==> src/rtl/my_112l_pkg.sv <==
`default_nettype none
// ============================================================================
// Package  : my_112l_pkg
// Purpose  : Shared fetch/decode types: IF/ID bundle and the bubble opcode.
// Revision : 1.0  initial release
// ============================================================================
package my_112l_pkg;

    localparam int IF_ID_XLEN = 32;

    // addi x0,x0,0 -- architectural no-op presented when no instruction is held
    localparam logic [IF_ID_XLEN-1:0] BUBBLE_INSN = 32'h0000_0013;

    typedef struct packed {
        logic [IF_ID_XLEN-1:0] instruction;
        logic [IF_ID_XLEN-1:0] pc;
        logic [IF_ID_XLEN-1:0] pcplus4;
    } IF_ID;

endpackage
`default_nettype wire

==> src/rtl/fetch_fifo.sv <==
`default_nettype none
// ============================================================================
// Module   : fetch_fifo
// Purpose  : Small synchronous FIFO with flush; head is visible combinationally.
// Revision : 1.0  initial release
// ============================================================================
module fetch_fifo #(
    parameter int WIDTH = 32,
    parameter int DEPTH = 4
) (
    input  logic                     clk,
    input  logic                     rst,
    input  logic                     push,
    input  logic [WIDTH-1:0]         push_data,
    input  logic                     pop,
    input  logic                     flush,
    output logic [$clog2(DEPTH):0]   count,
    output logic [WIDTH-1:0]         head
);

    localparam int c_ptr_w = $clog2(DEPTH);

    logic [WIDTH-1:0]   r_mem [DEPTH];
    logic [c_ptr_w-1:0] r_wr_ptr;
    logic [c_ptr_w-1:0] r_rd_ptr;
    logic [c_ptr_w:0]   r_count;

    // Storage carries no reset; only pointers and occupancy define validity.
    always_ff @(posedge clk) begin
        if (push) begin
            r_mem[r_wr_ptr] <= push_data;
        end
    end

    always_ff @(posedge clk) begin
        if (rst || flush) begin
            r_wr_ptr <= '0;
            r_rd_ptr <= '0;
            r_count  <= '0;
        end else begin
            if (push) begin
                r_wr_ptr <= r_wr_ptr + c_ptr_w'(1);
            end
            if (pop) begin
                r_rd_ptr <= r_rd_ptr + c_ptr_w'(1);
            end
            if (push && !pop) begin
                r_count <= r_count + (c_ptr_w+1)'(1);
            end else if (!push && pop) begin
                r_count <= r_count - (c_ptr_w+1)'(1);
            end
        end
    end

    assign count = r_count;
    assign head  = r_mem[r_rd_ptr];

endmodule
`default_nettype wire

==> src/rtl/if_fetch_unit.sv <==
`default_nettype none
// ============================================================================
// Module   : if_fetch_unit
// Purpose  : Instruction fetch: owns fetch PC, issues in-order imem requests,
//            buffers responses with their PC and feeds the IF/ID register.
// Revision : 1.0  initial release
// ============================================================================
module if_fetch_unit
    import my_112l_pkg::*;
#(
    parameter int              XLEN       = 32,
    parameter logic [XLEN-1:0] RESET_PC   = '0,
    parameter int              FIFO_DEPTH = 4
) (
    input  logic            clk,
    input  logic            reset,
    input  logic            stall,
    input  logic            redirect,
    input  logic [XLEN-1:0] redirect_pc,
    output logic            imem_req,
    output logic [XLEN-1:0] imem_addr,
    input  logic            imem_ack,
    input  logic [XLEN-1:0] imem_rdata,
    output logic            out_valid,
    output IF_ID            out
);

    localparam int                 c_cnt_w = $clog2(FIFO_DEPTH) + 1;
    localparam logic [c_cnt_w+1:0] c_depth = (c_cnt_w+2)'(FIFO_DEPTH);
    localparam logic [XLEN-1:0]    c_step  = XLEN'(4);

    logic [XLEN-1:0]    r_fetch_pc;
    logic [c_cnt_w-1:0] r_inflight;
    logic [c_cnt_w-1:0] r_discard;

    logic [c_cnt_w-1:0] w_tag_count;
    logic [c_cnt_w-1:0] w_insn_count;
    logic [XLEN-1:0]    w_tag_head;
    logic [2*XLEN-1:0]  w_insn_head;
    logic [c_cnt_w+1:0] w_occupancy;
    logic               w_issue;
    logic               w_ack_take;
    logic               w_valid;
    logic               w_pop;

    // Every slot is reserved at issue time, so buffered data can never overflow.
    assign w_occupancy = (c_cnt_w+2)'(r_inflight) + (c_cnt_w+2)'(r_discard)
                       + (c_cnt_w+2)'(w_insn_count);
    assign w_issue     = !reset && !redirect && (w_occupancy < c_depth);
    assign w_ack_take  = imem_ack && !reset && !redirect && (r_discard == '0);
    assign w_valid     = !reset && (w_insn_count != '0);
    assign w_pop       = w_valid && !stall && !redirect;

    fetch_fifo #(
        .WIDTH (XLEN),
        .DEPTH (FIFO_DEPTH)
    ) u_tag_fifo (
        .clk       (clk),
        .rst       (reset),
        .push      (w_issue),
        .push_data (r_fetch_pc),
        .pop       (w_ack_take),
        .flush     (redirect),
        .count     (w_tag_count),
        .head      (w_tag_head)
    );

    fetch_fifo #(
        .WIDTH (2*XLEN),
        .DEPTH (FIFO_DEPTH)
    ) u_insn_fifo (
        .clk       (clk),
        .rst       (reset),
        .push      (w_ack_take),
        .push_data ({w_tag_head, imem_rdata}),
        .pop       (w_pop),
        .flush     (redirect),
        .count     (w_insn_count),
        .head      (w_insn_head)
    );

    always_ff @(posedge clk) begin
        if (reset) begin
            r_fetch_pc <= RESET_PC;
            r_inflight <= '0;
            r_discard  <= '0;
        end else if (redirect) begin
            // Everything still outstanding becomes a discard; a same-cycle ack retires one.
            r_fetch_pc <= redirect_pc;
            r_inflight <= '0;
            r_discard  <= r_discard + r_inflight - c_cnt_w'(imem_ack);
        end else begin
            if (w_issue) begin
                r_fetch_pc <= r_fetch_pc + c_step;
            end
            if (imem_ack && (r_discard != '0)) begin
                r_discard <= r_discard - c_cnt_w'(1);
            end
            r_inflight <= r_inflight + c_cnt_w'(w_issue) - c_cnt_w'(w_ack_take);
        end
    end

    assign imem_req  = w_issue;
    assign imem_addr = reset ? RESET_PC : r_fetch_pc;
    assign out_valid = w_valid;

    always_comb begin
        out.instruction = BUBBLE_INSN;
        out.pc          = '0;
        out.pcplus4     = '0;
        if (w_valid) begin
            out.instruction = w_insn_head[XLEN-1:0];
            out.pc          = w_insn_head[2*XLEN-1:XLEN];
            out.pcplus4     = w_insn_head[2*XLEN-1:XLEN] + c_step;
        end
    end

    a_ack_has_owner: assert property (@(posedge clk) disable iff (reset)
        imem_ack |-> ((r_inflight != '0) || (r_discard != '0)));

    a_tags_track_inflight: assert property (@(posedge clk) disable iff (reset)
        w_tag_count == r_inflight);

endmodule
`default_nettype wire

==> config.mk <==
export PLATFORM = sky130hd
export DESIGN_NAME = if_fetch_unit
export DESIGN_NICKNAME = d
export VERILOG_FILES = /design/src/rtl/my_112l_pkg.sv /design/src/rtl/fetch_fifo.sv /design/src/rtl/if_fetch_unit.sv
export SDC_FILE = /design/constraint.sdc
export NUM_CORES = 1
export LEC_CHECK = 0
export BUFFER_PORTS_ARGS = -buffer_cell sky130_fd_sc_hd__buf_2
export CORE_MARGIN = 10
export CORE_UTILIZATION = 47
export DETAILED_ROUTE_END_ITERATION = 12
export PLACE_DENSITY = 0.69
export SETUP_SLACK_MARGIN = 0.02
export SKIP_CTS_REPAIR_TIMING = 1
export SYNTH_ARGS = -nofsm -noshare
export SYNTH_HDL_FRONTEND = slang
export SYNTH_SLANG_ARGS = --single-unit
==> constraint.sdc <==
create_clock -name clk -period 4 [get_ports clk]
set_input_delay 0.8 -clock clk [delete_from_list [all_inputs] [get_ports clk]]
set_output_delay 0.8 -clock clk [all_outputs]
set_load 0.05 [all_outputs]
* Yosys cells after proc, flatten, opt, wreduce, memory -nomap -nowiden *
Memory sizes are Yosys's and may differ from the RTL's. A register that Yosys moved wholly into a read port is not among the register bits.
Cells that the tools add are included.

storage, ports and cells
  bits in registers = 49
  RAM bits = 384
  input port bits = 69
  output and inout bits = 130
  word-level logic and storage cells = 66
  memories = 2

cells by class
  add/subtract/negate cells = 15
  magnitude comparators = 1
  multiplexer cells = 16
  reduce and logical (&&, ||, !) cells = 24

memories
  name               depth  width  rd ports  clocked after Yosys merged registers in  write ports  RTL line          text
  u_insn_fifo.r_mem  4      64     1         1                                        1            fetch_fifo.sv:23  logic [WIDTH-1:0] r_mem [DEPTH];
  u_tag_fifo.r_mem   4      32     1         1                                        1            fetch_fifo.sv:23

operators by type and width
  cell                     count
  $mux W32                 3
  $mux W96                 1
  $add A32 B3 Y32 const B  2
  $mux W3                  4
  $logic_and A1 B1 Y1      11
  $add A2 B1 Y2 const B    4
  $mux W2                  4
  $reduce_bool A2 Y1       3
  $reduce_bool A3 Y1       2
  $sub A3 B1 Y3            2
  $sub A3 B1 Y3 const B    2
  $add A4 B3 Y5            1
  $logic_not A1 Y1         5
  $lt A5 B3 Y1 const B     1
  $add A3 B3 Y4            1
  $mux W1                  4
  $add A3 B1 Y3            1
  $add A3 B1 Y3 const B    1
  $add A3 B3 Y3            1
  $logic_not A3 Y1         1
  $reduce_or A2 Y1         1
  $logic_or A1 B1 Y1       1

* Depth between registers and ports, before layout *
  depth after elaboration = 8
  depth in mapped cells = 16
  mapped depth without buffers = 14

* Modules after synthesis *
A second synthesis with hierarchy kept.

second synthesis, totals
  cell total of the unflattened synthesis = 1,106
  area total of the unflattened synthesis = 18,549.0 µm²

modules (own cells, without submodules)
  module                     instances  cells an instance  area an instance (µm²)  seq. area each (µm²)
  fetch_fifo at u_insn_fifo  1          377                9,733.1                 7,867.5
  fetch_fifo at u_tag_fifo   1          210                5,081.1                 4,023.9
  if_fetch_unit              1          519                3,734.8                 760.7

* Least setup slack after synthesis *
Ideal clock, no wire load.

  kind = reg-to-reg
  from = register r_inflight[1]
  to = memory u_tag_fifo.r_mem[2][0], in the netlist u_tag_fifo.r_mem[1][0], enable pin
  library setup time = 0.392 ns
  data arrival time = 3.887 ns
  required time = 3.608 ns
  path slack = -0.279 ns
  stages on the path, launching flop included = 12
  path buffers = 2
  clock period less this slack = 4.279 ns
  path through = dfxtp_1 -> inv_1 -> fa_1 -> nor2_1 -> fa_1 -> nor3_1 -> o21ai_1 -> or2_2 -> clkbuf_1 -> inv_1 -> clkbuf_1 -> and2_1

on the way
  cells in the longest elaborated chain, start to end = 6

ends and longest elaborated chain
  what                           RTL line             text
  from (decl)                    if_fetch_unit.sv:33  logic [c_cnt_w-1:0] r_inflight;
  from (signal assigned)         if_fetch_unit.sv:99  r_inflight <= r_inflight + c_cnt_w'(w_issue) - c_cnt_w'(w_ack_take);
  $add A3 B3 Y4                  if_fetch_unit.sv:47  assign w_occupancy = (c_cnt_w+2)'(r_inflight) + (c_cnt_w+2)'(r_discard)
  $add A4 B3 Y5                  if_fetch_unit.sv:48  + (c_cnt_w+2)'(w_insn_count);
  $lt A5 B3 Y1                   if_fetch_unit.sv:49  assign w_issue = !reset && !redirect && (w_occupancy < c_depth);
  $logic_and A1 B1 Y1            if_fetch_unit.sv:49
  named net imem_req             if_fetch_unit.sv:20  output logic imem_req,
  $mux W1                        fetch_fifo.sv:30     if (push) begin
  $mux W1 (implied by the code)  fetch_fifo.sv:31     r_mem[r_wr_ptr] <= push_data;
  to (decl)                      fetch_fifo.sv:23

The timed path passes the listed nets, and every way through them passes these cells.

==> results.tsv <==
stage	metric	value	unit
job	max_cap viols	0	
routing	Antenna Nets Post-Route	0	
logic_synthesis	sequential area share after synthesis	69.18	%
final_layout	Nets	1449	
final_layout	ant diodes	0	
floorplanning	die extent in x	216.8	um
logic_synthesis	syn_nets	1202	
pwr	Flop pwr share	50.4	%
sta	min Tclk post-route	3.898	ns
floorplanning	core outline area	38470	um2
logic_synthesis	Post-Syn Area	18200	um2
sta	Worst-Margin Slew	0.8513	ns
routing	DRC	0	
sta	endpoints failing hold	0	
pwr	internal power consumption	8.024	mW
routing	DRT Wirelength	40170	um
clock_tree	clock buffer depth	3	
setup_path	worst r2r src	r_inflight[1]	
global_route	GRT overflow	0	
global_route	vias in the first global route	10766	
setup_path	Worst Setup Start Kind	flip-flop	
sta	final worst slack	0.1022	ns
global_route	largest net degree at the start of global routing	68	
global_route	antenna violations before repair	0	
logic_synthesis	Distinct cells, synth	48	
routing	DR WL/cell	21.05	um
pwr	power density over cell area	476.3	nW/um2
sta	Rel. slew slack	42.72	%
worst_hold_path	Hold Path Class	in -> reg	
routing	1st-iter DRT viols	900	
final_layout	most frequent cells in the layout	384 x edfxtp_1, 185 x buf_2, 92 x mux4_2	
pwr	clock share of power	40.5	%
pwr	P_leak	7.625	nW
routing	Via density	5.450	
placement	DP Worst Slack	0.2536	ns
pwr	Tot Pwr	10.41	mW
floorplanning	chip height	216.8	um
placement	post-detail-place hpwl	25880	um
logic_synthesis	Synth Register Bits	437	
setup_path	critical path data arrival time	3.10	ns
placement	dpl cell area	19970	um2
floorplanning	die footprint	47000	um2
global_route	first-pass GRT wire length	62570	um
clock_tree	# clock sinks	437	
clock_tree	# H-tree levels	2	
routing	1st-pass router iterations	5	
global_route	gr usage total	16.78	%
final_layout	area grow syn2layout	20.02	%
placement	Placed Instances	1799	
logic_synthesis	Post-Syn Instances	1106	
setup_path	Crit. End Element	output pin	
sta	# setup viols final	0	
clock_tree	clock root cell	clkbuf_16	
logic_synthesis	Async SR Flop Fraction	0	%
placement	GP Congestion	0.8312	
routing	Vias	10399	
setup_path	CP max FO	8	
pwr	NetSw	2.381	mW
setup_path	reg2reg end	u_tag_fifo.r_mem[0][9]	
logic_synthesis	number of enable flip-flop cells after synthesis	384	
final_layout	most common cell after layout, fill and taps aside	edfxtp_1	
worst_hold_path	Worst Hold Depth	1	
floorplanning	Starting Density	47.32	%
clock_tree	clock slew seen by the registers of the worst setup and hold paths	0.06	ns
final_layout	fill count	3001	
sta	RSZ-0062 raised after global routing	true	
final_layout	layout cells sized above 1	33.09	%
logic_synthesis	Primary FF master, synth	edfxtp_1	
sta	Clock Skews	0.009794	ns
setup_path	Worst setup endpoint	out[18]	
sta	period utilization	97.44	%
final_layout	final std cells w/o fill	1908	
logic_synthesis	Mapped Avg Cell Area	16.46	um2
clock_tree	Num CTS Buffers	45	
pwr	VDD IR max	0.3750	mV
sta	Setup TNS	0	ns
pwr	Sw Share	22.88	%
clock_tree	Skew-Pair Late Insertion Delay	0.54	ns
setup_path	Required @ worst endpoint	3.20	ns
setup_path	register-to-register setup slack	0.64	ns
setup_path	R2R depth	12	
logic_synthesis	synth warn	0	
pwr	Comb pwr share	9.1	%
clock_tree	CTS tree	built	
final_layout	utilization after layout	56.79	%
final_layout	final instance area	21840	um2
run_status	status	finished, final reports clean	
sta	Max Slew Vio Count	0	
setup_path	Setup Crit Path Kind	reg -> out	
placement	PortBufs	198	
sta	worst hold slack	0.4795	ns
sta	achievable frequency	256.6	MHz
floorplanning	# IOs	199	
floorplanning	# rows	72	
-- power by group through the flow --
stage | sequential (mW) | clock [mW] | combinational [mW]
6_report | 5.24 | 4.21 | 0.952
5_1_grt | 5.26 | 4.50 | 1.04
4_1_cts | 5.24 | 4.30 | 0.939
3_5_place_dp | 5.34 | 0 | 0.936
3_3_place_gp | 5.33 | 0 | 0.918
2_1_floorplan | 5.29 | 0 | 0.665
-- layout make-up --
| class | instances | area, um2 | area share (%) |
|---|---|---|---|
| Sequential cell | 437 | 12600 | 57.69 |
| Multi-Input combinational cell | 577 | 5280 | 24.17 |
| Timing Repair Buffer | 258 | 1675 | 7.669 |
| Clock buffer | 50 | 1145 | 5.241 |
| Tap cell | 518 | 648.1 | 2.967 |
| Clock inverter | 34 | 366.6 | 1.678 |
| Inverter | 34 | 127.6 | 0.5842 |
-- Yosys cell counts (all sizes together) (2+ instances only) --
master,count,area share (%)
a211oi,4,0.16
a21oi,24,0.66
a221oi,3,0.14
a222oi,3,0.16
a31oi,11,0.38
a32oi,2,0.096
and2,72,2.5
and3,5,0.17
and4,3,0.14
buf,20,0.65
clkbuf,38,0.78
dfxtp,53,5.8
edfxtp,384,63
fa,6,0.66
ha,21,1.4
inv,34,0.70
mux2,5,0.31
mux2i,4,0.22
mux4,96,12
nand2,55,1.1
nand3,18,0.49
nand3b,3,0.12
nand4,11,0.38
nand4b,4,0.19
nor2,79,1.6
nor2b,29,1.0
nor3,18,0.52
nor4,13,0.55
o21ai,20,0.55
or2,6,0.21
or3,8,0.27
or4,2,0.082
xnor2,30,1.4
xor2,15,0.72
-- flip-flops by register name (all words and copies together) (netlist names), named ones only --
name and cells:
r_discard 3, r_fetch_pc 32, r_inflight 3, u_insn_fifo.count 3, u_insn_fifo.r_mem 256, u_insn_fifo.r_rd_ptr 2, u_insn_fifo.r_wr_ptr 2, u_tag_fifo.r_mem 128
u_tag_fifo.r_rd_ptr 2, u_tag_fifo.r_wr_ptr 2
-- layer usage --
layer  share of wire, %  GRT usage [%]
met5                  0              0
met2                 48          27.13
met3                7.2          3.578
met1                 43          23.10
met4                1.6          3.659
-- logic make-up (layout without fill, tap and decap cells) --
kind of cell             count (synthesis)  count (layout)  synth area share [%]
AND/OR/NAND/NOR                        328             328                 9.466
adder cells (fa/ha/maj)                 27              27                 2.104
AO/OA/AOI/OAI                           72              72                 2.392
flip-flops                             437             437                 69.18
XOR/XNOR                                45              45                 2.165
buffers and inverters                   92             376                 2.138
multiplexers                           105             105                 12.55
-- how the worst min path moves through the flow --
stage                                           to                   start
after floorplan             u_tag_fifo.r_wr_ptr[1]  u_tag_fifo.r_wr_ptr[1]
after global placement      u_tag_fifo.r_wr_ptr[1]  u_tag_fifo.r_wr_ptr[1]
after detailed placement      u_insn_fifo.count[2]    u_insn_fifo.count[2]
after CTS                  u_insn_fifo.r_mem[2][7]           imem_rdata[7]
after global routing       u_insn_fifo.r_mem[0][2]           imem_rdata[2]
final                     u_insn_fifo.r_mem[2][25]          imem_rdata[25]
-- critical path, stage by stage, from the launching register on --
cell	delay [ns]
dfxtp_4	0.36
buf_12	0.13
mux4_2	0.37
nand4_1	0.17
or4_4	0.65
buf_6	0.18
or3_1	0.37
a21oi_2	0.14
buf_6	0.17
Note: power is estimated with default switching activity, not from simulation.
